--- src/rtl/pc_fetch_unit.sv ---
// PC register and instruction fetch stage: IDLE -> REQ (wait for ack) -> VALID (wait for consume).
// Fetch latency is 1+ cycles; upstream stalls hold address, and downstream backpressure holds instr/pc.
module pc_fetch_unit #(
    parameter logic [31:0] RESET_PC = 32'h0000_0000
) (
    input  logic        clk,
    input  logic        rst,
    output logic        imem_req,
    output logic [31:0] imem_addr,
    input  logic        imem_ack,
    input  logic [31:0] imem_rdata,
    output logic [31:0] instr,
    output logic        instr_valid,
    input  logic        instr_ready,
    output logic [15:0] imm16,
    input  logic [31:0] sext_imm,
    input  logic        branch_taken,
    input  logic        jump_en,
    input  logic [25:0] jump_index,
    output logic [31:0] pc,
    output logic [31:0] pc_plus4
);

    typedef enum logic [1:0] {
        IDLE,
        REQ,
        VALID
    } state_t;

    localparam logic [31:0] RESET_PC_ALIGNED = {RESET_PC[31:2], 2'b00};

    state_t      state_q, state_d;
    logic [31:0] pc_q, pc_d;
    logic [31:0] instr_q, instr_d;
    logic [31:0] branch_target;
    logic [31:0] next_pc;

    assign pc_plus4      = pc_q + 32'd4;
    assign branch_target = pc_plus4 + {sext_imm[29:0], 2'b00};

    // Jump outranks branch when both resolve on the same consume edge.
    always_comb begin
        next_pc = pc_plus4;
        if (jump_en) begin
            next_pc = {pc_plus4[31:28], jump_index, 2'b00};
        end else if (branch_taken) begin
            next_pc = branch_target;
        end
    end

    always_comb begin
        state_d = state_q;
        pc_d    = pc_q;
        instr_d = instr_q;
        case (state_q)
            IDLE: begin
                state_d = REQ;
            end
            REQ: begin
                if (imem_ack) begin
                    instr_d = imem_rdata;
                    state_d = VALID;
                end
            end
            VALID: begin
                if (instr_ready) begin
                    pc_d    = next_pc;
                    state_d = REQ;
                end
            end
            default: begin
                state_d = IDLE;
            end
        endcase
    end

    always_ff @(posedge clk or posedge rst) begin
        if (rst) begin
            state_q <= IDLE;
            pc_q    <= RESET_PC_ALIGNED;
            instr_q <= 32'h0;
        end else begin
            state_q <= state_d;
            pc_q    <= pc_d;
            instr_q <= instr_d;
        end
    end

    assign imem_req    = (state_q == REQ);
    assign instr_valid = (state_q == VALID);
    assign imem_addr   = pc_q;
    assign pc          = pc_q;
    assign instr       = instr_q;
    assign imm16       = instr_q[15:0];

endmodule
--- config.mk ---
export PLATFORM = sky130hd
export DESIGN_NAME = pc_fetch_unit
export DESIGN_NICKNAME = d
export VERILOG_FILES = /design/src/rtl/pc_fetch_unit.sv
export SDC_FILE = /design/constraint.sdc
export NUM_CORES = 1
export LEC_CHECK = 0
export ABC_AREA = 1
export BUFFER_PORTS_ARGS = -buffer_cell sky130_fd_sc_hd__buf_2
export CAP_MARGIN = 20
export CORE_MARGIN = 5
export CORE_UTILIZATION = 50
export CTS_CLUSTER_SIZE = 14
export DETAILED_ROUTE_END_ITERATION = 10
export PLACE_DENSITY = 0.87
export RECOVER_POWER = 50
export SYNTH_ARGS = -nofsm -noshare
export SYNTH_HDL_FRONTEND = slang
export SYNTH_SLANG_ARGS = --single-unit
--- constraint.sdc ---
create_clock -name clk -period 3 [get_ports clk]
set_clock_uncertainty 0.15 [all_clocks]
set_input_delay 0.75 -clock clk [delete_from_list [all_inputs] [get_ports clk]]
set_output_delay 0.75 -clock clk [all_outputs]
set_load 0.01 [all_outputs]
* Word-level counts from Yosys, hierarchy flattened
Index checks and enable logic that the tools add are counted.
** Cells by class
- Add/sub/neg operators :: 2
- Eq/ne operators :: 4
- Muxes and demuxes :: 5
- Reductions and logical operators :: 4
** Operator list (count)
- 32-bit 2-to-1 mux :: 2
- 32-bit by 3-bit adder with 32-bit output, second input constant :: 1
- 32-bit adder :: 1
- 2-bit one-hot mux with 3 select lines :: 1
- 2-bit AND reduction :: 3
- 2-bit 2-to-1 mux :: 2
- 2-bit by 1-bit inequality test with 1-bit output, second input constant :: 2
- 2-bit by 1-bit equality test with 1-bit output, second input constant :: 1
- 2-bit equality test, second input constant :: 1
- 2-bit zero test :: 1
** Word-level totals
- Register bits :: 66
- Input port bits :: 96
- Output and inout bits :: 146

* Depth between registers and ports, before layout
- Word-level depth :: 4
- Gate-level depth with buffers :: 23
- Gate-level depth less buffers :: 23

* Least setup slack after synthesis
Ideal clock, no wire load.
- Path kind :: reg2reg
- Start point :: register pc_q[3] (netlist: imem_addr[3])
- End point :: register pc_q[22] (netlist: imem_addr[22])
- Setup time :: 78 ps
- Arrival :: 2651 ps
- Data required time :: 2772 ps
- Slack :: 121 ps
- Cell stages (with the launch flop) :: 19
- Cell sequence :: dfrtp_1 -> ha_1 -> nand2_1 -> nor2_2 -> inv_1 -> nor2_1 -> xor2_1 -> inv_1 -> ha_1 -> nand2_1 -> nor2_1 -> inv_1 -> nor2_1 -> nand4_1 -> nand3_1 -> nand2_1 -> nand3_1 -> nand2_1 -> a21boi_1
** Between the ends
- Longest elaborated chain between the ends :: 4
** RTL lines
- start, declared :: line 33 : logic [31:0] pc_q, pc_d;
- start signal, assigned :: line 84 : pc_q <= pc_d;
- 32-bit by 3-bit adder with 32-bit output :: line 38 : assign pc_plus4 = pc_q + 32'd4;
- named net pc_plus4[14] :: line 21 : output logic [31:0] pc_plus4
- 32-bit adder :: line 39 : assign branch_target = pc_plus4 + {sext_imm[29:0], 2'b00};
- 32-bit 2-to-1 mux :: line 46 : end else if (branch_taken) begin
- 32-bit 2-to-1 mux :: line 44 : if (jump_en) begin
The timed path passes the listed nets, and every way through them passes these cells.
A chain may end at the register's enable or synchronous reset.

* Worst setup path in the final report
- Start point :: register pc_q[3] (netlist: imem_addr[3])
- End point :: register pc_q[25] (netlist: imem_addr[25])
** Between the ends
- Longest elaborated chain between the ends :: 4
** RTL lines (line)
- 32-bit by 3-bit adder with 32-bit output (*) :: 38
- 32-bit adder :: 39
- 32-bit 2-to-1 mux (*) :: 46
- 32-bit 2-to-1 mux (*) :: 44
Every way passes the cells marked *; elsewhere a longest branch is shown, timed or not.

==> results.md <==
- The run finished, with violations left.
- The final reports fail on setup timing.
- The initial utilization of the core area, before any placement, comes to 50.43%.
- The repair_antennas step left the layout with diodes totalling 0.
- In this run the static leakage power is 5.474 nW.
- The most common cell after layout, fill and taps aside is nand2_1.
- The count of routing violations after the opening detailed-route iteration is 1,058.
- The final number of max-transition violations came to 0.
- Clock latency on the worst-skew pair, taken at its later pin, is 330 ps.
- The worst path uses 106.9% of the clock period.
- The deepest clock path buffer count is 2.
- The tool flagged a number of max-cap violations equal to 0.
- For flop-to-flop paths, the worst setup slack is -210 ps.
- The slowest cell on the critical path is dfrtp_1.
- In this run the worst path has a maximum fanout of 4.
- Once detailed placement completed, the half-perimeter wirelength came to 19,130 µm.
- Sequential cells account for 15.9% of the total power.
- The kind of end point of the critical path is a flop.
- Dividing total power by cell area gives a power density of 1078 nW/µm².
- In the synthesized netlist the dominant register cell turns out to be dfrtp_1.
- The worst hold path stage count is 1.
- For this run, the total global-route usage over all layers was measured as 28.92%.
- For this run, asynchronously set or reset flops after synthesis account for 100.0%.
- The post-synthesis to final-layout area growth is 52.56%.
- In this run the critical register-to-register path is launched from imem_addr[3].
- The maximum clock frequency is 311.9 MHz.
- The I/O pin total is 242.
- The number of buffer cells added on primary ports is 233.
- The sequential cells in the finished layout cover a total of 1609 µm².
- After clock tree synthesis, the clock-pin slew on the worst setup and hold paths is 60 ps.
- The total die area is 15,600 µm².
- The floorplan row count is 42.
- The pin count of the biggest net entering global routing is 38.
- The number of synthesized flops with an enable pin is 0.
- The number of antenna-violating nets in the routed design is 0.
- Of the cells placed in the final design, the portion with a size suffix greater than 1 is 48.38%.
- Traced cell by cell, the critical path runs through buf_6, nand3_4, nor2_4, nand2_2, nor3_4, nand2_1, nand2_2, nand2_4, buf_6, ha_4, nand2_1, nand2_1, a21oi_2, buf_4, nor2_1, nor2_1, nand3_1, nand2_1, nand3_1, nand2_1, a21boi_1.
- The final worst-path setup slack is -206.4 ps.
- The total wire length is 27,670 µm.
- The number of global-route vias before repair was 7,316.
- In this run, placement finished with an instance count of 1,496.
- For hold timing, the worst endpoint is instr[30].
- The CTS tree is yes.
- The non-filler instance count after layout is 1,530.
- The cell family contributing the most delay on the critical path is simple AND/OR/NAND/NOR gates.
- The average routed wire per standard cell is 18.08 µm.
- From left edge to right edge, the die measures 124.9 µm.
- Routability-driven placement finished with a final weighted congestion of 0.9515.
- The post-detailed-route DRC marker count is 0.
- The register area share after synthesis is 24.27%.
- Summing all multi-input logic gate instances after layout gives 5081 µm².
- The shortest clock period the worst path allows after layout is 3206 ps.
- After synthesis, the netlist uses 44 different library cells.
- For this run, the detailed router's first-pass iteration total came to 9.
- STA classifies the critical path startpoint as a flop.
- The depth of the worst register-to-register path is 21.
- Setup violations remaining at the end of the flow were counted as 10.
- The setup total negative slack is -589.7 ps.
- At the end of the flow, the number of nets in the layout was 1,482.
- The first global-routing pass estimated 36,540 µm of wire.
- Global routing finished with a remaining overflow of 0.
- The CTS buffer count is 9.
- During synthesis, Yosys emitted a total of 0 warnings.
- The top cell types in the final layout, fill and taps aside, are nand2_1 (261), buf_2 (232), inv_1 (144), buf_4 (129), nand2_2 (62).
- Setup repair after global routing could not meet its margin everywhere.
- From bottom edge to top edge, the die measures 124.9 µm.
- The worst hold path begins at instr[30].
- Data on the critical path arrives at its endpoint at 3270 ps.
- The dominant cell type by count on the critical path is nand2_1.
- Dividing the detail-routed via count by the number of cells gives 5.583.
- For this design the total switching power over the nets is 0.005485 W.
- The worst IR drop on VDD is 0.4840 mV.
- The highest cell delay on the worst timing path is 420 ps.
- The class of the most critical hold timing path is reg -> reg.
- Hold timing on the final database bottoms out at a slack of 349.8 ps.
- The via count of the routed design is 8,542.
- Synthesis handed over a netlist of 1,031 instances.
- The library cell used as clock root buffer is clkbuf_16.
- The cell internal power dissipation is 0.005372 W.
- The endpoint identified for the worst register-to-register timing path is imem_addr[25].
- The fraction of power consumed by the clock network is 9.1%.
- In this run the mean area of a mapped cell was 6.400 µm².
- The fill cell total of the finished layout is 880.
- The H-tree level count is 3.
- The worst max-slew margin expressed relative to the limit is 25.56%.
- The data required time at the worst endpoint is 3060 ps.
- The synthesized design contains 64 register bits.
- The cell area that synthesis handed to floorplanning was 6599 µm².
- The initial antenna violation count is 0.
- The switching part of the total is 50.52%.
- Together, buffers and inverters on the worst path number 3.
- Per report_power, the combinational group accounts for 75.0% of the total.
- Clock tree synthesis found a total of 64 sinks.
- The core region area is 13,090 µm².
- The critical path is of the reg -> reg type.
- The count of final hold-check violations came to 0.
- The slew of the pin with the lowest slew margin is 1115 ps.
## Yosys cell counts, drive strengths merged, types with 14 or more instances
cell type	instances	area (µm²)
a21boi	14	105.1
xor2	16	140.1
nand2	342	1324
a21oi	60	300.3
mux2	32	360.4
buf	62	432.9
o21ai	24	120.1
inv	165	619.4
nand3	65	335.3
dfrtp	64	1602
nor2	81	356.6
ha	36	450.4
## power groups by stage
| stage | logic [W] | registers [W] | clock network [W] |
|---|---|---|---|
| 5_1_grt | 0.00873 | 0.00178 | 0.00104 |
| 3_5_place_dp | 0.00639 | 0.00167 | 0 |
| 6_report | 0.00814 | 0.00172 | 0.000991 |
| 3_3_place_gp | 0.00627 | 0.00164 | 0 |
| 4_1_cts | 0.00661 | 0.00166 | 0.000988 |
| 2_1_floorplan | 0.00375 | 0.00186 | 0 |
## sequential cells by signal, summed over array words and instances, names as in the netlist
name / flops
state_q: 2
instr: 32
imem_addr: 30
## routing by layer
metal	up-vias	routed length [µm]	track usage, %
li1	3824	-	-
met1	3893	9894	37.17
met2	655	13380	48.92
met3	170	2830	5.103
met4	0	1560	10.20
met5	-	0	0
## layout make-up
cell class / count / share of cell area, %
multi-input combinational: 736 / 50.47
sequential: 64 / 15.98
clock buffer: 11 / 2.511
inverter: 165 / 6.252
tap: 176 / 2.187
clock inverter: 5 / 0.3107
timing repair buffer: 373 / 22.28
## how the worst max path moves through the flow
stage	slack, ps	startpoint	cells after the start	to
floorplan	120	imem_addr[3]	18	imem_addr[22]
global placement	-110	imem_addr[3]	19	imem_addr[22]
finish	-210	imem_addr[3]	21	imem_addr[25]
CTS	-50	imem_addr[3]	23	imem_addr[31]
global route	-230	imem_addr[9]	18	imem_addr[17]
detailed placement	-140	imem_addr[3]	19	imem_addr[22]
## timing repair
item                       4_1_cts  5_1_grt
setup endpoints to repair       17       29
gates resized for setup         39      244
pin swaps                        6       75
hold buffers                     0        0
setup buffers                    3       15
## cells by family after synthesis
group	count (synthesis)	share of synthesized area [%]
buffers and inverters	236	16.46
other	1	0.05683
AND/OR/NAND/NOR	523	33.77
XOR/XNOR	20	2.654
multiplexers	32	5.461
adder cells (fa/ha/maj)	37	7.129
flip-flops	64	24.27
AO/OA/AOI/OAI	118	10.20
## through the flow
step	total power, W	utilization [%]	cell area [µm²]	setup slack [ps]
after floorplan	0.005611	-	6618	121.4
after global placement	0.007912	64.70	8466	-106.7
after detailed placement	0.008058	64.70	8466	-139.9
after CTS	0.009251	68.29	8936	-45.49
after global routing	0.01154	76.94	10070	-234.7
final	0.01086	76.94	10070	-206.4
Power figures use the tool's default switching activity.
